===== config.mk =====
export PLATFORM = sky130hd
export DESIGN_NAME = medidor_frec_multi
export DESIGN_NICKNAME = d
export VERILOG_FILES = /design/src/rtl/medidor_frec_multi_pkg.sv /design/src/rtl/medidor_frec_multi_detector_flanco.sv /design/src/rtl/medidor_frec_multi.sv
export SDC_FILE = /design/constraint.sdc
export NUM_CORES = 1
export LEC_CHECK = 0
export ABC_AREA = 1
export CAP_MARGIN = 20
export CORE_MARGIN = 8
export CORE_UTILIZATION = 41
export CTS_CLUSTER_DIAMETER = 60
export DETAILED_ROUTE_END_ITERATION = 6
export PLACE_DENSITY = 0.66
export SYNTH_ARGS = -nofsm -noshare
export SYNTH_HDL_FRONTEND = slang
export SYNTH_SLANG_ARGS = --single-unit

===== constraint.sdc =====
create_clock -name clock -period 3.3 [get_ports clock]
set_clock_uncertainty 0.2 [all_clocks]
set_input_delay 0.495 -clock clock [delete_from_list [all_inputs] [get_ports clock]]
set_output_delay 0.495 -clock clock [all_outputs]
set_load 0.005 [all_outputs]

===== src/rtl/medidor_frec_multi_pkg.sv =====
// medidor_pkg: shared state encoding, gate counter width and channel-index width helper
package medidor_pkg;

    typedef enum logic [1:0] {
        IDLE,
        GATE,
        DRAIN
    } state_t;

    localparam int GATE_W = 32;

    function automatic int ch_width(input int n);
        return (n > 1) ? $clog2(n) : 1;
    endfunction

endpackage


===== src/rtl/medidor_frec_multi_detector_flanco.sv =====
// detector_flanco: two-flop synchroniser plus history flop, emits a one-cycle pulse per rising edge
module detector_flanco (
    input  logic clock,
    input  logic reset_n,
    input  logic sig_in,
    output logic rise
);

    logic sync1_q, sync1_d;
    logic sync2_q, sync2_d;
    logic hist_q, hist_d;

    // shift the asynchronous input through the synchroniser into the history flop
    always_comb begin
        sync1_d = sig_in;
        sync2_d = sync1_q;
        hist_d  = sync2_q;
    end

    // pipeline registers run in every FSM state
    always_ff @(posedge clock) begin
        if (!reset_n) begin
            sync1_q <= 1'b0;
            sync2_q <= 1'b0;
            hist_q  <= 1'b0;
        end else begin
            sync1_q <= sync1_d;
            sync2_q <= sync2_d;
            hist_q  <= hist_d;
        end
    end

    assign rise = sync2_q & ~hist_q;

endmodule


===== src/rtl/medidor_frec_multi.sv =====
// medidor_frec_multi: counts rising edges on N_CH inputs over a 2^resol gate, then streams one result per channel
module medidor_frec_multi
    import medidor_pkg::*;
#(
    parameter int N_CH      = 4,
    parameter int OUT_WIDTH = 32,
    parameter int CH_W      = ch_width(N_CH)
) (
    input  logic                 clock,
    input  logic                 reset_n,
    input  logic                 start,
    input  logic                 continuous,
    input  logic [4:0]           resol,
    input  logic [N_CH-1:0]      sig_in,
    output logic                 busy,
    output logic                 out_valid,
    input  logic                 out_ready,
    output logic [CH_W-1:0]      out_ch,
    output logic [OUT_WIDTH-1:0] out,
    output logic                 out_ovf
);

    state_t               state_q, state_d;
    logic [4:0]           resol_q, resol_d;
    logic [GATE_W-1:0]    gate_q, gate_d;
    logic [CH_W-1:0]      ch_q, ch_d;
    logic [OUT_WIDTH-1:0] cnt_q [N_CH];
    logic [OUT_WIDTH-1:0] cnt_d [N_CH];
    logic [N_CH-1:0]      ovf_q, ovf_d;
    logic [N_CH-1:0]      rise;
    logic                 win_last, beat_last, open_win;

    genvar g;
    generate
        for (g = 0; g < N_CH; g++) begin : g_det
            detector_flanco u_det (
                .clock   (clock),
                .reset_n (reset_n),
                .sig_in  (sig_in[g]),
                .rise    (rise[g])
            );
        end
    endgenerate

    // next-state logic: window timing, saturating edge counters and readout sequencing
    always_comb begin
        state_d   = state_q;
        resol_d   = resol_q;
        gate_d    = gate_q;
        ch_d      = ch_q;
        cnt_d     = cnt_q;
        ovf_d     = ovf_q;
        open_win  = 1'b0;
        win_last  = gate_q == ((GATE_W'(1) << resol_q) - GATE_W'(1));
        beat_last = ch_q == CH_W'(N_CH - 1);
        case (state_q)
            IDLE: begin
                if (start) begin
                    state_d  = GATE;
                    open_win = 1'b1;
                end
            end
            GATE: begin
                gate_d = gate_q + GATE_W'(1);
                for (int c = 0; c < N_CH; c++) begin
                    if (rise[c]) begin
                        if (&cnt_q[c]) ovf_d[c] = 1'b1;
                        else cnt_d[c] = cnt_q[c] + OUT_WIDTH'(1);
                    end
                end
                if (win_last) begin
                    state_d = DRAIN;
                    ch_d    = '0;
                end
            end
            DRAIN: begin
                if (out_ready) begin
                    if (!beat_last) begin
                        ch_d = ch_q + CH_W'(1);
                    end else begin
                        ch_d     = '0;
                        state_d  = continuous ? GATE : IDLE;
                        open_win = continuous;
                    end
                end
            end
            default: state_d = IDLE;
        endcase
        if (open_win) begin
            resol_d = resol;
            gate_d  = '0;
            ovf_d   = '0;
            for (int c = 0; c < N_CH; c++) cnt_d[c] = '0;
        end
    end

    // state and datapath registers with synchronous active-low reset
    always_ff @(posedge clock) begin
        if (!reset_n) begin
            state_q <= IDLE;
            resol_q <= '0;
            gate_q  <= '0;
            ch_q    <= '0;
            cnt_q   <= '{default: '0};
            ovf_q   <= '0;
        end else begin
            state_q <= state_d;
            resol_q <= resol_d;
            gate_q  <= gate_d;
            ch_q    <= ch_d;
            cnt_q   <= cnt_d;
            ovf_q   <= ovf_d;
        end
    end

    assign busy      = state_q != IDLE;
    assign out_valid = state_q == DRAIN;
    assign out_ch    = ch_q;
    assign out       = cnt_q[ch_q];
    assign out_ovf   = ovf_q[ch_q];

endmodule


==> impl_metrics.csv <==
group,metric,value,unit
detailed_routing,dr.pass1.iters,7,
timing,fmax,0.318,GHz
layout,diodes,0,
worst_setup_path,cp_cell_sequence,"inv_2, buf_12, o21ai_0, o22ai_1, clkdlybuf4s50_1",
detailed_routing,vias,12200,
worst_setup_path,critPathKind,"reg2out",
synthesis,syn_area,11400,um^2
timing,rsz0062_at_grt,"no",
synthesis,synth_cells,1818,
timing,report.final.hold_viol_count,0,
worst_setup_path,startpoint_type,"flop",
clocking,insertion_delay,450,ps
placement,hpwl,28.2,mm
clocking,htreeDepth,4,
timing,tns,0,ps
placement,placed_cell_area,12500,um^2
clocking,cts_tree,"built",
status,violations,"design-rule violations",
detailed_routing,drtIter0Drc,1124,
layout,multi_input_area,6560,um^2
timing,finalCritPeriodShare,95.2,%
floorplanning,die_h,183,um
layout,fin_nets,1890,
clocking,clkTransAtPathRegs,80,ps
hold_path,hold_class,"reg2reg",
worst_setup_path,slowest_stage,"clkdlybuf4s50_1",
detailed_routing,drcViolationCount,1,
power_and_ir_drop,totalPowerFinal,4.84,mW
global_routing,grt_pass1_vias,11200,
floorplanning,dieArea,33400,um^2
floorplanning,initial_core_util,41.3,%
layout,layout-drive-gt1-share,4.94,%
synthesis,ys_warn_count,0,
global_routing,grt_antenna_before_repair,0,
clocking,clk_path_buf_depth,2,
worst_setup_path,cp.required,2600,ps
clocking,cts_buffers,17,
global_routing,grt_pass1_wl,58.3,mm
detailed_routing,routed_wl,36.6,mm
synthesis,synth.distinct_cells,41,
power_and_ir_drop,power_density,372,nW/um^2
floorplanning,ios,51,
synthesis,ys_seq_elements,185,
timing,period_needed,3140,ps
placement,portBuffers,50,
timing,maxSlewHeadroom,57.5,%
floorplanning,core-area,27600,um^2
global_routing,grt_usage,21.6,%
layout,area.growth.synth_to_final,14.5,%
layout,ff_latch_area,3710,um^2
clocking,cts_sinks,185,
timing,finalSetupViolations,0,
worst_setup_path,max_stage_delay,570,ps
worst_setup_path,worstPathArrival,2450,ps
worst_setup_path,worstPathMaxFanout,39,
clocking,cts_hold_buf,0,
floorplanning,row_count,61,
power_and_ir_drop,peakVddDrop,0.000351,V
detailed_routing,wl_per_cell,16.2,um
flow_run,maxCapViolations,0,
clocking,cts_root_buffer,"clkbuf_16",
synthesis,syn_avg_cell_area,6.26,um^2
global_routing,grt-ovfl-total,0,
detailed_routing,drtAntennaViolNets,0,
floorplanning,dieWidth,183,um
power_and_ir_drop,leakagePower,4.78,nW
timing,tightest_slew,632,ps
synthesis,yosysSeqAreaShare,32.5,%
timing,slew_violations,0,
layout,final_cell_mix,"392 x nand2_1, 233 x inv_1, 210 x nor2_1",
worst_setup_path,cp-end-kind,"primary output",
layout,fillCellCount,2928,
placement,place_congestion,0.965,
layout,final_common_cell,"nand2_1",
layout,fin_area,13000,um^2
detailed_routing,detail_route.vias_per_cell,5.42,
synthesis,syn-num-nets,1839,
status,status,"finished, violations left",
timing,holdWs,217,ps
global_routing,grt_max_degree,84,
## critical path: cells and delay by family, from the launching register on
| family | cells | cell delay, ps |
|---|---|---|
| DFF | 1 | 330 |
| buffers and inverters | 3 | 1140 |
| AOI/OAI and AO/OA | 2 | 530 |
## area by class of cell
type	count	share of cell area [%]
Clock buffer	18	3.37
Clock inverter	14	1.03
Inverter	242	6.97
Multi-Input combinational cell	1337	50.4
Sequential cell	185	28.4
Tap cell	378	3.63
Timing Repair Buffer	86	6.20
## routing by layer
| metal | part of all wire, % | vias up | track usage (%) |
|---|---|---|---|
| li1 | - | 6151 | - |
| met1 | 44 | 5619 | 27.3 |
| met2 | 47 | 407 | 36.8 |
| met3 | 6.0 | 66 | 3.56 |
| met4 | 2.9 | 0 | 7.25 |
| met5 | 0 | - | 0 |
## where the power goes
part	internal (mW)	switching, mW
clock	1.02	1.02
combinational	0.181	0.363
sequential	2.25	0.0125
## worst paths after layout
check | slack [ps] | depth (start not counted) | endpoint | start
max | 160 | 5 | out[1] | out_ch[0]
min | 220 | 2 | g_det[3].u_det.hist_d | g_det[3].u_det.sync1_q
max reg2reg | 390 | 15 | cnt_q[108] | cnt_q[97]
min reg2reg | 220 | 2 | g_det[3].u_det.hist_d | g_det[3].u_det.sync1_q
## synthesized netlist by cell type (all sizes together)
cell | instances | share of area (%)
nand2 | 393 | 13
o21a | 17 | 1.1
nand3b | 3 | 0.20
o211ai | 1 | 0.066
o31ai | 3 | 0.20
o21ai | 120 | 5.3
dfxtp | 185 | 33
xnor2 | 11 | 0.85
a21oi | 183 | 8.0
nand3 | 91 | 4.0
xnor3 | 1 | 0.20
ha | 7 | 0.77
a211oi | 2 | 0.13
clkinv | 3 | 0.099
a31oi | 4 | 0.22
nor3 | 96 | 4.4
xor2 | 47 | 3.6
and2 | 1 | 0.055
a32oi | 1 | 0.077
o21bai | 2 | 0.13
and3 | 4 | 0.22
nand4 | 63 | 3.5
a31o | 1 | 0.077
or2 | 3 | 0.16
clkbuf | 45 | 1.5
inv | 239 | 7.9
nor3b | 9 | 0.59
o2111ai | 1 | 0.077
nor4 | 38 | 2.1
o22ai | 13 | 0.71
buf | 9 | 0.42
a41oi | 3 | 0.23
a221oi | 2 | 0.15
nor2 | 217 | 7.5
## through the flow
stage,worst slack (ps),cells,util [%]
6_report,160,2260,47.3
2_1_floorplan,692,1818,-
5_1_grt,66.1,2260,47.3
4_1_cts,193,2260,47.3
3_3_place_gp,370,2228,45.2
3_5_place_dp,255,2228,45.2
## flip-flops by register name, summed over array words and instances (netlist names)
register / flops
cnt_q: 128
resol_q: 5
g_det.u_det.sync1_q: 4
gate_q: 32
g_det.u_det.hist_q: 4
ovf_q: 4
g_det.u_det.hist_d: 4
state_q: 2
out_ch: 2
## what timing repair did
item | in CTS | in global routing
setup endpoints to repair | 0 | 4
buffers inserted | 0 | 0
resized for setup | 0 | 2
## kinds of logic after synthesis
group           after synthesis  synth area share [%]
simple gates                918                  35.6
xor+xnor                     59                  4.66
fa+ha+maj                     7                 0.769
flops                       185                  32.5
compound gates              353                  16.5
buf+inv                     296                  9.88
Note: power is estimated with default switching activity, not from simulation.
==> RTL change 1 (same settings) <==
Take the reset off `ch_q` and load it in a clocked block of its own.
--- a/src/rtl/medidor_frec_multi.sv
+++ b/src/rtl/medidor_frec_multi.sv
@@ -100,17 +100,19 @@
             state_q <= IDLE;
             resol_q <= '0;
             gate_q  <= '0;
-            ch_q    <= '0;
             cnt_q   <= '{default: '0};
             ovf_q   <= '0;
         end else begin
             state_q <= state_d;
             resol_q <= resol_d;
             gate_q  <= gate_d;
-            ch_q    <= ch_d;
             cnt_q   <= cnt_d;
             ovf_q   <= ovf_d;
         end
+    end
+
+    always_ff @(posedge clock) begin
+        ch_q <= ch_d;
     end
 
     assign busy      = state_q != IDLE;
Function: differs if reset_n is asserted again (counterexample within 4 cycles, from zero or initial values and one cycle with reset_n low); with reset_n held inactive, the same outputs for 4 cycles.
==> RTL change 1 against the original RTL <==
- sequential cell count stayed put
- worst setup slack improved by 0.047 ns
- synthesized area grew 4.5%
- routed wire length up 6.4%
- combinational power grew 7.6%
- final area rose by 2.4%
- power up 1.0%
- critical endpoint is now out_ovf
- largest power group unchanged
- highest routed layer unchanged
==> RTL change 1: results (changes against the original RTL) <==
Power and ir drop
  – Leak pwr: 4.648 nW (was 4.779 nW)
  – Sw power: 1.434 mW (was 1.393 mW)
  – Maximum VDD drop: 0.0003574 V (was 0.0003515 V)

Route
  – DR vias/cell: 5.432 (was 5.417)
  – Starting DRC count in detailed routing: 1111 (was 1124)
  – WL final: 38.98 mm (was 36.62 mm)
  – DR pass1 iterations: 6 (was 7)

Global route
  – First-pass GRT wire length: 62.70 mm (was 58.35 mm)
  – GRT Total Usage: 0.2190 (was 0.2163)

Logic synthesis
  – Adder-Cell Fraction of Synth Area: 0.007362 (was 0.007693)
  – Compound-cell area share of the yosys netlist: 0.1510 (was 0.1652)
  – Area contributors post-synth: dfxtp_1 (31%), nand2_1 (13%), a21oi_1 (8.0%), inv_1 (6.8%), nor2_1 (5.6%) (was dfxtp_1 (33%), nand2_1 (13%), a21oi_1 (8.0%), inv_1 (7.7%), nor2_1 (7.0%))
  – Synth cell count leaders: nand2_1 (418), inv_1 (216), a21oi_1 (191), dfxtp_1 (183), nor2_1 (176) (was nand2_1 (393), inv_1 (235), nor2_1 (211), dfxtp_1 (185), a21oi_1 (183))
  – Post-synthesis xor/xnor area fraction: 0.05448 (was 0.04660)
  – Post-synth EDFFs: 2 (was 0)
  – Synth unique cells: 52 (was 41)
  – Syn Area/Cell: 6.437 sq um (was 6.262 sq um)
  – Seq/Total Area, Yosys: 0.3130 (was 0.3253)

Final layout
  – Non-filler cells in the finished layout: 2273 (was 2260)
  – Filler Cell Count: 2949 (was 2928)
  – Layout cells sized above 1: 0.06829 (was 0.04942)
  – Syn-to-layout area delta: 12.16% (was 14.45%)
  – Final-stage net count: 1897 (was 1890)

Place
  – Placement Setup Slack: 0.2813 ns (was 0.2549 ns)
  – Post-DP HPWL: 29.79 mm (was 28.17 mm)
  – GPL Wtd Cong: 0.9200 (was 0.9646)
  – DP Area: 12770 sq um (was 12450 sq um)
  – Cells after DPL: 2241 (was 2228)

STA
  – Final Hold Slack: 0.2100 ns (was 0.2173 ns)
  – Worst-Margin Slew: 0.7223 ns (was 0.6320 ns)

Setup path
  – Reg-to-reg endpoint: out_ch[0] (was cnt_q[108])
  – Crit path DAT: 2.40 ns (was 2.45 ns)
  – Flop2flop setup slack: 0.31 ns (was 0.39 ns)
  – RR Startpoint: resol_q[1] (was cnt_q[97])
  – Crit path max fanout: 45 (was 39)

Hold path
  – HP Start: g_det[0].u_det.sync1_q (was g_det[3].u_det.sync1_q)

Status
  – Status: complete, no violations (was finished with violations)
## RTL change 1: power by group through the flow
stage | Combinational, mW | Sequential [mW] | Clock [mW]
CTS | 0.575 | 2.27 | 2.09
global placement | 0.571 | 2.32 | 0
floorplan | 0.447 | 2.31 | 0
detailed placement | 0.572 | 2.32 | 0
global route | 0.652 | 2.27 | 2.17
finish | 0.584 | 2.27 | 2.04
## RTL change 1: worst max-delay path: stages, from the launching register on
cell and delay [ns]:
edfxtp_1 0.38, buf_4 0.44, o21ai_0 0.20, o22ai_1 0.33
clkdlybuf4s50_1 0.58
## RTL change 1: how the worst max path moves through the flow
stage,slack [ns],startpoint,to
final,0.21,out_ch[0],out_ovf
after global placement,0.32,cnt_q[0],cnt_q[27]
after floorplan,0.77,resol_q[4],out_ch[0]
after global routing,0.02,resol_q[1],out_ch[0]
after CTS,0.13,out_ch[0],out_ovf
after detailed placement,0.28,cnt_q[0],cnt_q[31]
## RTL change 1: per-layer routing
metal,routed length [um],vias up,global-route usage,share of wire
li1,-,6185,-,-
met1,17190,5675,0.2795,0.44
met2,18070,432,0.3609,0.46
met3,2552,56,0.03803,0.065
met4,1158,0,0.08898,0.030
met5,0,-,0,0
## RTL change 1: final cells by class
| class | instances | area share |
|---|---|---|
| timing repair buffer | 76 | 0.05589 |
| sequential | 185 | 0.2791 |
| tap | 384 | 0.03601 |
| multi-input combinational | 1368 | 0.5215 |
| clock buffer | 19 | 0.03320 |
| inverter | 228 | 0.06489 |
| clock inverter | 13 | 0.009471 |
==> RTL change 2 (config.mk and constraints unchanged) <==
Made on the original files. Set the parameter `N_CH` to 8 (it was 4).
--- a/src/rtl/medidor_frec_multi.sv
+++ b/src/rtl/medidor_frec_multi.sv
@@ -2,7 +2,7 @@
 module medidor_frec_multi
     import medidor_pkg::*;
 #(
-    parameter int N_CH      = 4,
+    parameter int N_CH      = 8,
     parameter int OUT_WIDTH = 32,
     parameter int CH_W      = ch_width(N_CH)
 ) (
Interface: changed (resized out_ch and sig_in); port bits go from 51 to 56. No check against the original RTL was run, so the function may have changed too.
==> RTL change 2 against the original RTL <==
- synthesized area up 74%
- sequential power increased by 78%
- register-to-register slack lost 0.18 ns
- worst setup slack worse by 0.24 ns
- sequential share of layout area rose by 0.77 points
- first-iteration DRC count up 86%
- largest cell class unchanged
- sequential cell count grew 145
- routed wire length up 85%
- final area up 74%
- the run ends with negative setup slack left
- power is 100% higher
- fmax is 7.0% lower
- non-clock buffer count is 25 higher
- critical path type unchanged
- via count is 70% higher
==> RTL change 2: results (changes against the original RTL) <==
Status
  – Status: finished with violations (unchanged)
  – Failing checks: negative setup slack (was design-rule violations)

Global route
  – GRT met3 Usage: 0.03113 (was 0.03559)
  – First-pass GRT wire length: 105.8 mm (was 58.35 mm)
  – Met1 usage: 0.2989 (was 0.2733)
  – Vias in the first global route: 19410 (was 11200)
  – GRT Total Usage: 0.2336 (was 0.2163)
  – Largest net degree at the start of global routing: 172 (was 84)

Route
  – DR vias/cell: 5.623 (was 5.417)
  – WL met3: 4.887 mm (was 2.195 mm)
  – M1 WL: 28.70 mm (was 16.02 mm)
  – Starting DRC count in detailed routing: 2086 (was 1124)
  – Metal2 WL: 30.85 mm (was 17.33 mm)

Final layout
  – Layout cells sized above 1: 0.08794 (was 0.04942)
  – Largest regs: cnt_q x256, gate_q x32 (was cnt_q x128, gate_q x32, resol_q x5)
  – Final-stage net count: 3090 (was 1890)
  – Non-filler cells in the finished layout: 3708 (was 2260)

CTS
  – Clk buf depth: 3 (was 2)
  – Post-CTS setup buffers: 3 (was 0)
  – Worst-path clk slew: 0.06 ns (was 0.08 ns)
  – TritonCTS Buffers: 43 (was 17)
  – Clk_lat worst skew: 0.58 ns (was 0.45 ns)

Logic synthesis
  – Synth unique cells: 58 (was 41)
  – Syn Inst Count: 3010 (was 1818)
  – Area contributors post-synth: dfxtp_1 (33%), nand2_1 (9.9%), a21oi_1 (8.0%), inv_1 (7.5%), o21ai_0 (6.7%) (was dfxtp_1 (33%), nand2_1 (13%), a21oi_1 (8.0%), inv_1 (7.7%), nor2_1 (7.0%))
  – Net Count, Synth: 3040 (was 1839)
  – Synth cell count leaders: nand2_1 (521), inv_1 (393), dfxtp_1 (330), a21oi_1 (316), nor2_1 (301) (was nand2_1 (393), inv_1 (235), nor2_1 (211), dfxtp_1 (185), a21oi_1 (183))

Setup path
  – Crit path max fanout: 58 (was 39)
  – Slowest stage cell on the critical path: a221oi_1 (was clkdlybuf4s50_1)
  – Crit-path leading delay family: compound AO/OA/AOI/OAI gates (was buffers and inverters)
  – RR Startpoint: cnt_q[224] (was cnt_q[97])
  – Flop2flop setup slack: 0.21 ns (was 0.39 ns)
  – Worst r2r path cells: 13 (was 15)
  – Reg-to-reg endpoint: cnt_q[252] (was cnt_q[108])
  – Crit path DAT: 2.68 ns (was 2.45 ns)

Power and ir drop
  – Maximum VDD drop: 0.0002721 V (was 0.0003515 V)
  – Leak pwr: 7.854 nW (was 4.779 nW)

STA
  – PnR worst setup slack: -0.07819 ns (was 0.1597 ns)
  – Endpoints failing setup: 5 (was 0)
  – Final Hold Slack: 0.2106 ns (was 0.2173 ns)

Hold path
  – HP Start: g_det[1].u_det.sync1_q (was g_det[3].u_det.sync1_q)

Place
  – Port Buffers: 55 (was 50)
  – DP Area: 21110 sq um (was 12450 sq um)
[RTL change 2: logic make-up (layout without fill, tap and decap cells)]
kind of cell / after synthesis / after routing / synth area share
AND/OR/NAND/NOR: 1391 / 1391 / 0.3387
buffers and inverters: 523 / 606 / 0.1036
flip-flops: 330 / 330 / 0.3343
AO/OA/AOI/OAI: 694 / 694 / 0.1885
XOR/XNOR: 60 / 60 / 0.02729
adder cells (fa/ha/maj): 12 / 12 / 0.007597
[RTL change 2: power breakdown]
| group | leakage (nW) | internal (mW) | switching [mW] |
|---|---|---|---|
| combinational | 4.52 | 0.374 | 0.715 |
| clock | 0.669 | 2.61 | 1.93 |
| sequential | 2.66 | 4.01 | 0.0237 |
| total | 7.85 | 7.00 | 2.67 |
[RTL change 2: layout make-up]
type,instances,area [sq um],share of cell area
well taps,615,769.5,0.03400
multi-input cells,2157,11220,0.4960
clock inverters,17,122.6,0.005418
repair buffers,111,1091,0.04821
inverters,417,1588,0.07016
clock buffers,61,1225,0.05412
flip-flops and latches,330,6611,0.2921
